--- src/rtl/mc_pkg.sv ---
// mc_pkg: shared types and encodings for the multicycle RISC-V controller.
//
// Contents:
//   state_t        FSM state enum (S_MULDIV exists only when MULDIV_EN is defined)
//   aluop_t        ALU operation class handed from the FSM to the ALU decoder
//   OP_*           supported opcodes
//   ALU_*          3-bit ALU control codes (zero-extended by the decoder)
//   IMM_*, RES_*, SRCA_*, SRCB_*  datapath mux encodings
//   imm_src_of()   opcode -> ImmSrc decode
//
// Optional feature macro: MULDIV_EN (adds the multiply/divide state).
package mc_pkg;

`ifdef MULDIV_EN
    typedef enum logic [3:0] {
        S_FETCH, S_DECODE, S_MEMADR, S_MEMREAD, S_MEMWB, S_MEMWRITE,
        S_EXECR, S_EXECI, S_ALUWB, S_BRANCH, S_JAL, S_MULDIV
    } state_t;
`else
    typedef enum logic [3:0] {
        S_FETCH, S_DECODE, S_MEMADR, S_MEMREAD, S_MEMWB, S_MEMWRITE,
        S_EXECR, S_EXECI, S_ALUWB, S_BRANCH, S_JAL
    } state_t;
`endif

    typedef enum logic [1:0] {
        ALUOP_ADD   = 2'b00,
        ALUOP_SUB   = 2'b01,
        ALUOP_FUNCT = 2'b10
    } aluop_t;

    localparam logic [6:0] OP_LOAD  = 7'b0000011;
    localparam logic [6:0] OP_STORE = 7'b0100011;
    localparam logic [6:0] OP_RTYPE = 7'b0110011;
    localparam logic [6:0] OP_IALU  = 7'b0010011;
    localparam logic [6:0] OP_BTYPE = 7'b1100011;
    localparam logic [6:0] OP_JAL   = 7'b1101111;

    localparam logic [2:0] ALU_ADD = 3'b000;
    localparam logic [2:0] ALU_SUB = 3'b001;
    localparam logic [2:0] ALU_AND = 3'b010;
    localparam logic [2:0] ALU_OR  = 3'b011;
    localparam logic [2:0] ALU_SLT = 3'b101;

    localparam logic [1:0] IMM_I = 2'b00;
    localparam logic [1:0] IMM_S = 2'b01;
    localparam logic [1:0] IMM_B = 2'b10;
    localparam logic [1:0] IMM_J = 2'b11;

    localparam logic [1:0] RES_ALUOUT = 2'b00;  // registered ALU result
    localparam logic [1:0] RES_DATA   = 2'b01;  // memory read data
    localparam logic [1:0] RES_ALU    = 2'b10;  // live ALU result (PC+4)
    localparam logic [1:0] RES_MD     = 2'b11;  // multiply/divide result

    localparam logic [1:0] SRCA_PC    = 2'b00;
    localparam logic [1:0] SRCA_OLDPC = 2'b01;
    localparam logic [1:0] SRCA_RS1   = 2'b10;

    localparam logic [1:0] SRCB_RS2   = 2'b00;
    localparam logic [1:0] SRCB_IMM   = 2'b01;
    localparam logic [1:0] SRCB_FOUR  = 2'b10;

    // Opcodes without an immediate (R-type, unknown) fall back to I format.
    function automatic logic [1:0] imm_src_of(input logic [6:0] op);
        logic [1:0] r;
        case (op)
            OP_STORE: r = IMM_S;
            OP_BTYPE: r = IMM_B;
            OP_JAL:   r = IMM_J;
            default:  r = IMM_I;
        endcase
        return r;
    endfunction

endpackage

--- src/rtl/mc_controller_aludec.sv ---
// aludec: ALU control decoder for the multicycle controller.
//
// Ports:
//   ALUOp       in   operation class from the FSM (add / sub / funct)
//   funct3      in   instruction funct3
//   funct7b5    in   instruction bit 30
//   op5         in   opcode bit 5 (distinguishes R-type from I-ALU)
//   ALUControl  out  ALUCTRL_W-bit control code, upper bits zero
module aludec
    import mc_pkg::*;
#(
    parameter int ALUCTRL_W = 3
) (
    input  aluop_t               ALUOp,
    input  logic [2:0]           funct3,
    input  logic                 funct7b5,
    input  logic                 op5,
    output logic [ALUCTRL_W-1:0] ALUControl
);

    logic [2:0] code;

    always_comb begin
        code = ALU_ADD;
        case (ALUOp)
            ALUOP_ADD: code = ALU_ADD;
            ALUOP_SUB: code = ALU_SUB;
            ALUOP_FUNCT: begin
                case (funct3)
                    // funct7b5 only means "sub" for R-type; for addi it is immediate bit
                    3'b000:  code = (op5 & funct7b5) ? ALU_SUB : ALU_ADD;
                    3'b010:  code = ALU_SLT;
                    3'b110:  code = ALU_OR;
                    3'b111:  code = ALU_AND;
                    default: code = ALU_ADD;
                endcase
            end
            default: code = ALU_ADD;
        endcase
    end

    always_comb begin
        ALUControl      = '0;
        ALUControl[2:0] = code;
    end

endmodule

--- src/rtl/mc_controller.sv ---
// mc_controller: multicycle RISC-V control unit (Moore FSM).
//
// Sequences each instruction over several states so the datapath can share
// one memory and one ALU. Memory accesses in FETCH/MEMREAD/MEMWRITE wait
// for mem_ready. Branch resolution and ImmSrc decode are done here; ALU
// control decode lives in aludec.
//
// Ports:
//   clk, reset              clock (rising edge), synchronous active-high reset
//   op, funct3, funct7b5    instruction fields
//   funct7b0                M-extension select (MULDIV_EN only)
//   Zero[FLAG_W]            bit0 = ALU zero, bit1 = signed less-than
//   mem_ready               memory access completes this cycle
//   md_done                 multiply/divide result valid (MULDIV_EN only)
//   PCWrite, AdrSrc, MemWrite, IRWrite, RegWrite            1-bit controls
//   ResultSrc, ALUSrcA, ALUSrcB, ImmSrc                     2-bit selects
//   ALUControl[ALUCTRL_W]   ALU operation code
//   md_start                one-cycle start pulse to the mul/div unit
//   illegal                 one-cycle pulse in DECODE for unsupported opcodes
//
// Optional feature macro: MULDIV_EN (adds the MULDIV state and handshake).
module mc_controller
    import mc_pkg::*;
#(
    parameter int ALUCTRL_W = 3,
    parameter int FLAG_W    = 2
) (
    input  logic                 clk,
    input  logic                 reset,
    input  logic [6:0]           op,
    input  logic [2:0]           funct3,
    input  logic                 funct7b5,
    input  logic                 funct7b0,
    input  logic [FLAG_W-1:0]    Zero,
    input  logic                 mem_ready,
    input  logic                 md_done,
    output logic                 PCWrite,
    output logic                 AdrSrc,
    output logic                 MemWrite,
    output logic                 IRWrite,
    output logic                 RegWrite,
    output logic [1:0]           ResultSrc,
    output logic [1:0]           ALUSrcA,
    output logic [1:0]           ALUSrcB,
    output logic [1:0]           ImmSrc,
    output logic [ALUCTRL_W-1:0] ALUControl,
    output logic                 md_start,
    output logic                 illegal
);

    state_t state_q, state_d;
    state_t st;          // state seen by the output decode (FETCH while in reset)
    aluop_t alu_op;

    logic pc_update, branch, taken;
    logic mem_write_raw, ir_write_raw, reg_write_raw, illegal_raw, md_start_raw;

`ifdef MULDIV_EN
    logic md_first_q;    // first cycle of the current MULDIV visit
    logic md_wb_q;       // ALUWB is writing back a mul/div result
`else
    logic unused_md;
    assign unused_md = funct7b0 ^ md_done;
`endif

    // Next-state logic
    always_comb begin
        state_d = state_q;
        case (state_q)
            S_FETCH:    if (mem_ready) state_d = S_DECODE;
            S_DECODE: begin
                case (op)
                    OP_LOAD, OP_STORE: state_d = S_MEMADR;
`ifdef MULDIV_EN
                    OP_RTYPE:          state_d = funct7b0 ? S_MULDIV : S_EXECR;
`else
                    OP_RTYPE:          state_d = S_EXECR;
`endif
                    OP_IALU:           state_d = S_EXECI;
                    OP_BTYPE:          state_d = S_BRANCH;
                    OP_JAL:            state_d = S_JAL;
                    default:           state_d = S_FETCH;
                endcase
            end
            S_MEMADR:   state_d = op[5] ? S_MEMWRITE : S_MEMREAD;
            S_MEMREAD:  if (mem_ready) state_d = S_MEMWB;
            S_MEMWB:    state_d = S_FETCH;
            S_MEMWRITE: if (mem_ready) state_d = S_FETCH;
            S_EXECR:    state_d = S_ALUWB;
            S_EXECI:    state_d = S_ALUWB;
            S_ALUWB:    state_d = S_FETCH;
            S_BRANCH:   state_d = S_FETCH;
            S_JAL:      state_d = S_ALUWB;
`ifdef MULDIV_EN
            S_MULDIV:   if (md_done) state_d = S_ALUWB;
`endif
            default:    state_d = S_FETCH;
        endcase
    end

    always_ff @(posedge clk) begin
        if (reset) begin
            state_q <= S_FETCH;
        end else begin
            state_q <= state_d;
        end
    end

`ifdef MULDIV_EN
    always_ff @(posedge clk) begin
        if (reset) begin
            md_first_q <= 1'b0;
            md_wb_q    <= 1'b0;
        end else begin
            md_first_q <= (state_d == S_MULDIV) && (state_q != S_MULDIV);
            md_wb_q    <= (state_q == S_MULDIV) && (state_d == S_ALUWB);
        end
    end
`endif

    // Branch resolution from ALU flags of rs1 - rs2
    always_comb begin
        case (funct3)
            3'b000:  taken = Zero[0];
            3'b001:  taken = ~Zero[0];
            3'b100:  taken = Zero[1];
            3'b101:  taken = ~Zero[1];
            default: taken = 1'b0;
        endcase
    end

    // Output decode; reset presents FETCH selects with all enables masked
    assign st = reset ? S_FETCH : state_q;

    always_comb begin
        pc_update     = 1'b0;
        branch        = 1'b0;
        mem_write_raw = 1'b0;
        ir_write_raw  = 1'b0;
        reg_write_raw = 1'b0;
        illegal_raw   = 1'b0;
        md_start_raw  = 1'b0;
        AdrSrc        = 1'b0;
        ResultSrc     = RES_ALUOUT;
        ALUSrcA       = SRCA_PC;
        ALUSrcB       = SRCB_RS2;
        alu_op        = ALUOP_ADD;
        case (st)
            S_FETCH: begin
                ALUSrcB      = SRCB_FOUR;
                ResultSrc    = RES_ALU;
                ir_write_raw = mem_ready;
                pc_update    = mem_ready;
            end
            S_DECODE: begin
                ALUSrcA = SRCA_OLDPC;
                ALUSrcB = SRCB_IMM;
                case (op)
                    OP_LOAD, OP_STORE, OP_RTYPE, OP_IALU, OP_BTYPE, OP_JAL: illegal_raw = 1'b0;
                    default: illegal_raw = 1'b1;
                endcase
            end
            S_MEMADR: begin
                ALUSrcA = SRCA_RS1;
                ALUSrcB = SRCB_IMM;
            end
            S_MEMREAD: begin
                AdrSrc = 1'b1;
            end
            S_MEMWB: begin
                ResultSrc     = RES_DATA;
                reg_write_raw = 1'b1;
            end
            S_MEMWRITE: begin
                AdrSrc        = 1'b1;
                mem_write_raw = 1'b1;
            end
            S_EXECR: begin
                ALUSrcA = SRCA_RS1;
                alu_op  = ALUOP_FUNCT;
            end
            S_EXECI: begin
                ALUSrcA = SRCA_RS1;
                ALUSrcB = SRCB_IMM;
                alu_op  = ALUOP_FUNCT;
            end
            S_ALUWB: begin
                reg_write_raw = 1'b1;
`ifdef MULDIV_EN
                ResultSrc     = md_wb_q ? RES_MD : RES_ALUOUT;
`endif
            end
            S_BRANCH: begin
                ALUSrcA = SRCA_RS1;
                alu_op  = ALUOP_SUB;
                branch  = 1'b1;
            end
            S_JAL: begin
                ALUSrcA   = SRCA_OLDPC;
                ALUSrcB   = SRCB_FOUR;
                pc_update = 1'b1;
            end
`ifdef MULDIV_EN
            S_MULDIV: begin
                md_start_raw = md_first_q;
            end
`endif
            default: begin
                pc_update = 1'b0;
            end
        endcase
    end

    assign PCWrite  = ~reset & (pc_update | (branch & taken));
    assign IRWrite  = ~reset & ir_write_raw;
    assign MemWrite = ~reset & mem_write_raw;
    assign RegWrite = ~reset & reg_write_raw;
    assign illegal  = ~reset & illegal_raw;
    assign md_start = ~reset & md_start_raw;

    assign ImmSrc = imm_src_of(op);

    aludec #(
        .ALUCTRL_W (ALUCTRL_W)
    ) u_aludec (
        .ALUOp      (alu_op),
        .funct3     (funct3),
        .funct7b5   (funct7b5),
        .op5        (op[5]),
        .ALUControl (ALUControl)
    );

endmodule

--- config.mk ---
export PLATFORM = sky130hd
export DESIGN_NAME = mc_controller
export DESIGN_NICKNAME = d
export VERILOG_FILES = /design/src/rtl/mc_pkg.sv /design/src/rtl/mc_controller_aludec.sv /design/src/rtl/mc_controller.sv
export SDC_FILE = /design/constraint.sdc
export NUM_CORES = 1
export LEC_CHECK = 0
export ABC_AREA = 1
export BUFFER_PORTS_ARGS = -buffer_cell sky130_fd_sc_hd__buf_2
export CAP_MARGIN = 20
export CORE_UTILIZATION = 30
export DETAILED_ROUTE_END_ITERATION = 6
export PLACE_DENSITY = 0.7
export SYNTH_ARGS = -nofsm -noshare
export SYNTH_HDL_FRONTEND = slang
export SYNTH_SLANG_ARGS = --single-unit
--- constraint.sdc ---
create_clock -name clk -period 2.85 [get_ports clk]
set_input_delay 0.57 -clock clk [delete_from_list [all_inputs] [get_ports clk]]
set_output_delay 0.57 -clock clk [all_outputs]
set_load 0.01 [all_outputs]
### Word-level counts from Yosys, hierarchy flattened

Index checks and enable logic that the tools add are counted.

* output and inout port bits: 18
* register bits: 4

* eq/ne operators: 34
* bitwise gates (word level): 11
* muxes and demuxes: 24
* reduce and logical (&&, ||, !) cells: 14

Operator list (number)
* equality test 4 x 3 -> 1 bit, second input constant: 7
* one-hot mux 4 bit (6 select lines): 1
* one-hot mux 4 bit (5 select lines): 1
* equality test 4 x 2 -> 1 bit, second input constant: 4
* equality test 4 bit, second input constant: 4
* two-way mux 4 bit: 4
* one-hot mux 2 bit (2 select lines): 4
* equality test 7 x 6 -> 1 bit, second input constant: 2
* equality test 7 bit, second input constant: 2
* equality test 3 bit, second input constant: 4
* one-hot mux 3 bit (4 select lines): 1
* OR reduction 2 bit: 6
* equality test 4 x 1 -> 1 bit, second input constant: 2
* logical NOT 4 bit: 2
* two-way mux 1 bit: 8
* AND 1 bit: 7
* equality test 7 x 2 -> 1 bit, second input constant: 1
* equality test 7 x 5 -> 1 bit, second input constant: 1
* inequality test 2 bit, second input constant: 3
* one-hot mux 2 bit (3 select lines): 1
* one-hot mux 3 bit (2 select lines): 1
* OR reduction 3 bit: 2
* OR reduction 6 bit: 1
* one-hot mux 1 bit (4 select lines): 1
* 11 further kinds: 13

### Logic depth before layout (Yosys ltp)

* depth in word-level cells: 6
* gate-level depth with buffers: 10

### By module

Synthesis repeated with hierarchy kept, for this count alone.

* cells, all modules: 129
* area, all modules: 701.9 µm²

By module, submodules not included
* mc_controller: cells each 112, times used 1, area an instance 610.6 µm², sequential area each 80.1 µm²
* aludec: cells each 17, times used 1, area an instance 91.3 µm², sequential area each 0.0 µm²

### Least setup slack after synthesis

Ideal clock, no wire load.

* path kind: input-to-output
* start point: input port reset
* end point: output port ALUControl[1]
* data arrival time: 1.552 ns
* slack: 0.728 ns
* stages on the path: 6
* required time: 2.280 ns
* path through: nor2_1 -> nand2_1 -> nor2_2 -> inv_1 -> ha_1 -> nor3b_1

* cells in the longest elaborated chain, start to end: 6
* elaborated cells between the ends (all ways): 9
* those cells by class: eq/ne (5); mux (3); reduce/logical (1)

Ends and longest elaborated chain
* from (decl): RTL line mc_controller.sv:29 `input logic reset,`
* two-way mux 4 bit (*): RTL line mc_controller.sv:133 `assign st = reset ? S_FETCH : state_q;`
* equality test 4 x 3 -> 1 bit: RTL line mc_controller.sv:148 `case (st)`
* OR reduction 2 bit (no source line)
* one-hot mux 2 bit (2 select lines) (*): RTL line mc_controller.sv:148
* equality test 2 bit / equality test 2 x 1 -> 1 bit (equally long branches): RTL line mc_controller_aludec.sv:25 `case (ALUOp)`
* one-hot mux 3 bit (2 select lines) (*): RTL line mc_controller_aludec.sv:25
* to (decl): RTL line mc_controller.sv:46 `output logic [ALUCTRL_W-1:0] ALUControl,`

Every way passes the cells marked *; elsewhere a longest branch is shown, timed or not.

### Final worst setup path

* start point: input port reset
* end point: output port ALUControl[0]

Same word-level chain as after synthesis.

==> results_dict.tcl <==
set metrics [dict create \
    status "finished, final reports clean" \
    fillers 247 \
    dp_cells 179 \
    cp-end-kind "primary output" \
    layout_common_cells "39 x nand2_1, 32 x buf_2, 16 x inv_1, 16 x nor2_1, 12 x nand3_1" \
    diodes 0 \
    root_buffer "clkbuf_4" \
    cellPowerDensity_nw_per_um2 246.5 \
    drt-pass1-iter-count 4 \
    post_cts_resized 0 \
    largest_reg_flops 4 \
    ys_warn_count 0 \
    reg2reg_setup_slack_ns 1.66 \
    ctsHoldBuffers 0 \
    cts_max_level 1 \
    avgRoutedWirePerCell_um 9.187 \
    ir_worst_vdd_mv 0.1990 \
    yosysUniqueCellTypes 27 \
    cp_top_family "simple AND/OR/NAND/NOR gates" \
    gp_congestion 0.8166 \
    grt_use_total_pct 15.51 \
    finalMaxSlewViolations 0 \
    start_kind "primary input" \
    worstPathCellList "buf_2 -> inv_1 -> nand2_1 -> nor2_1 -> ha_1 -> nand2_1 -> nor2_1 -> nor2_1 -> a21oi_1 -> buf_2" \
    cts_setup_buffers 0 \
    yosysTopAreaCellShare_pct 22.03 \
    clock_latency_ns 0.23 \
    fmax_mhz 412.1 \
    stdcell_count 182 \
    path_class "in -> out" \
    clock_sinks 4 \
    grt_pass1_vias 747 \
    syn_area_per_cell_um2 5.446 \
    die_x_um 49.06 \
    tns_ns 0 \
    grt_pass1_wl_mm 2.967 \
    vias 827 \
    hold_path_depth 2 \
    yosysSeqAreaShare_pct 12.05 \
    netlist_top_cells_area "nand2_1 22%, dfxtp_1 12%, nand3_1 9.0%" \
    yosys_register_bits 4 \
    min_period_ns 2.427 \
    rsz0062_at_grt "no" \
    cts_tree "done" \
    leakagePower_uw 0.0005224 \
    postLayoutCoreUtil_pct 42.64 \
    period_share_pct 85.15 \
    area_growth_pct 29.76 \
    vias_per_cell 4.544 \
    final_nets 177 \
    timing.max_cap.violations 0 \
    worst-r2r-cell-count 8 \
    multi_input_area_um2 484.2 \
    cp.required_ns 2.28 \
    numCtsBuffers 3 \
    path_common_cell "nor2_1" \
    postRouteAntennaNets 0 \
    post-route-drc-count 0 \
    port_buffers 32 \
    max_stage_delay_ns 0.20 \
    worstPathArrival_ns 1.86 \
    grt_max_degree 10 \
    yosysTopAreaCell "nand2_1" \
    placementRows 16 \
    r2r_start "state_q[0]" \
    mappedNetlistNets 142 \
    globalRouteOverflowTotal 0 \
    reg_top3 "state_q x4" \
    worst-path-buf-inv 3 \
    drtIter0Drc 16 \
    regArea_um2 80.08 \
    routed_wl_mm 1.672 \
    finalHoldViolCount 0 \
    coreArea_um2 2022 \
    final_common_cell "nand2_1" \
    clk_pin_slew_worst_paths_ns 0.03 \
    die_h_um 49.06 \
    hold_class "in -> reg" \
    critical_path.slowest_cell "inv_1" \
    synth_cells 122 \
    r2r-end "state_q[2]" \
    top_register "state_q" \
    syn-cell-area_um2 664.4 \
    min_to "state_q[3]" \
    finalSetupViolations 0 \
    start_util_pct 32.86 \
    clock_path_buffers 2 \
    cp_max_fo 7 \
    drive_gt1_share_pct 32.90 \
    dieArea_um2 2407 \
    fin_worst_skew_ns 0.0004254 \
    hold_start "reset" \
    antenna_found_initial 0 \
    io-pin-count 36 \
    dp_hpwl_mm 1.424 \
]
report_power, final:
| group | switching, µW | leakage, µW | internal, µW |
|---|---|---|---|
| clock network | 19.7 | 0.0000138 | 46.9 |
| registers | 4.76 | 0.0000325 | 58.8 |
| logic | 51.3 | 0.000476 | 31.0 |
logic make-up after synthesis:
family / count (synthesis) / share of synthesized area [%]
buffers and inverters: 23 / 15.07
other: 1 / 0.5644
flip-flops: 4 / 12.05
AND/OR/NAND/NOR: 83 / 60.26
XOR/XNOR: 1 / 1.319
AO/OA/AOI/OAI: 8 / 6.967
adder cells (fa/ha/maj): 2 / 3.766
final cells by class:
type,count,area share (%)
multi-input cells,95,56.17
well taps,27,3.919
inverters,21,9.434
repair buffers,32,18.58
flip-flops and latches,4,9.289
clock buffers,3,2.612
Yosys cell counts:
cell type,instances
o21ai_0,1
inv_2,4
nand3_1,12
nor3b_2,1
nand2_4,1
inv_1,16
buf_6,1
xor2_1,1
and3_1,1
nor2_2,2
nand2_1,39
nand4_1,3
nor2_4,3
dfxtp_1,4
nand3_2,1
conb_1,1
nor3_2,1
nand2_2,1
nor3_1,1
o211ai_1,1
ha_1,2
nor2_1,16
buf_4,1
inv_4,1
nor3b_1,1
a21oi_1,5
a31o_2,1
stage by stage:
step                      hold slack [ns]  setup slack (ns)  power [µW]  area, µm²
final                              0.5980            0.4232       212.5      862.1
after global routing               0.5927            0.1884       232.1      862.1
after CTS                          0.5884            0.4175       217.5      862.1
after detailed placement           0.6846            0.4338       146.7      839.6
after global placement             0.6762            0.4450       145.1      839.6
after floorplan                    0.6282            0.7284       116.6      664.4
routing by layer:
metal | global-route usage [%] | vias to the layer above | part of all wire [%]
met4 | 6.863 | 0 | 0
li1 | - | 444 | -
met5 | 0 | - | 0
met3 | 1.558 | 0 | 5.3
met1 | 19.03 | 355 | 47
met2 | 26.94 | 28 | 48
worst max path at each step:
stage                from            end  slack [ns]  cells past startpoint
floorplan           reset  ALUControl[1]        0.73                      6
global placement    reset  ALUControl[0]        0.44                     10
detailed placement  reset  ALUControl[0]        0.43                     10
CTS                 reset  ALUControl[0]        0.42                     10
global route        reset  ALUControl[0]        0.19                     10
finish              reset  ALUControl[0]        0.42                     10
Power figures use the tool's default switching activity.
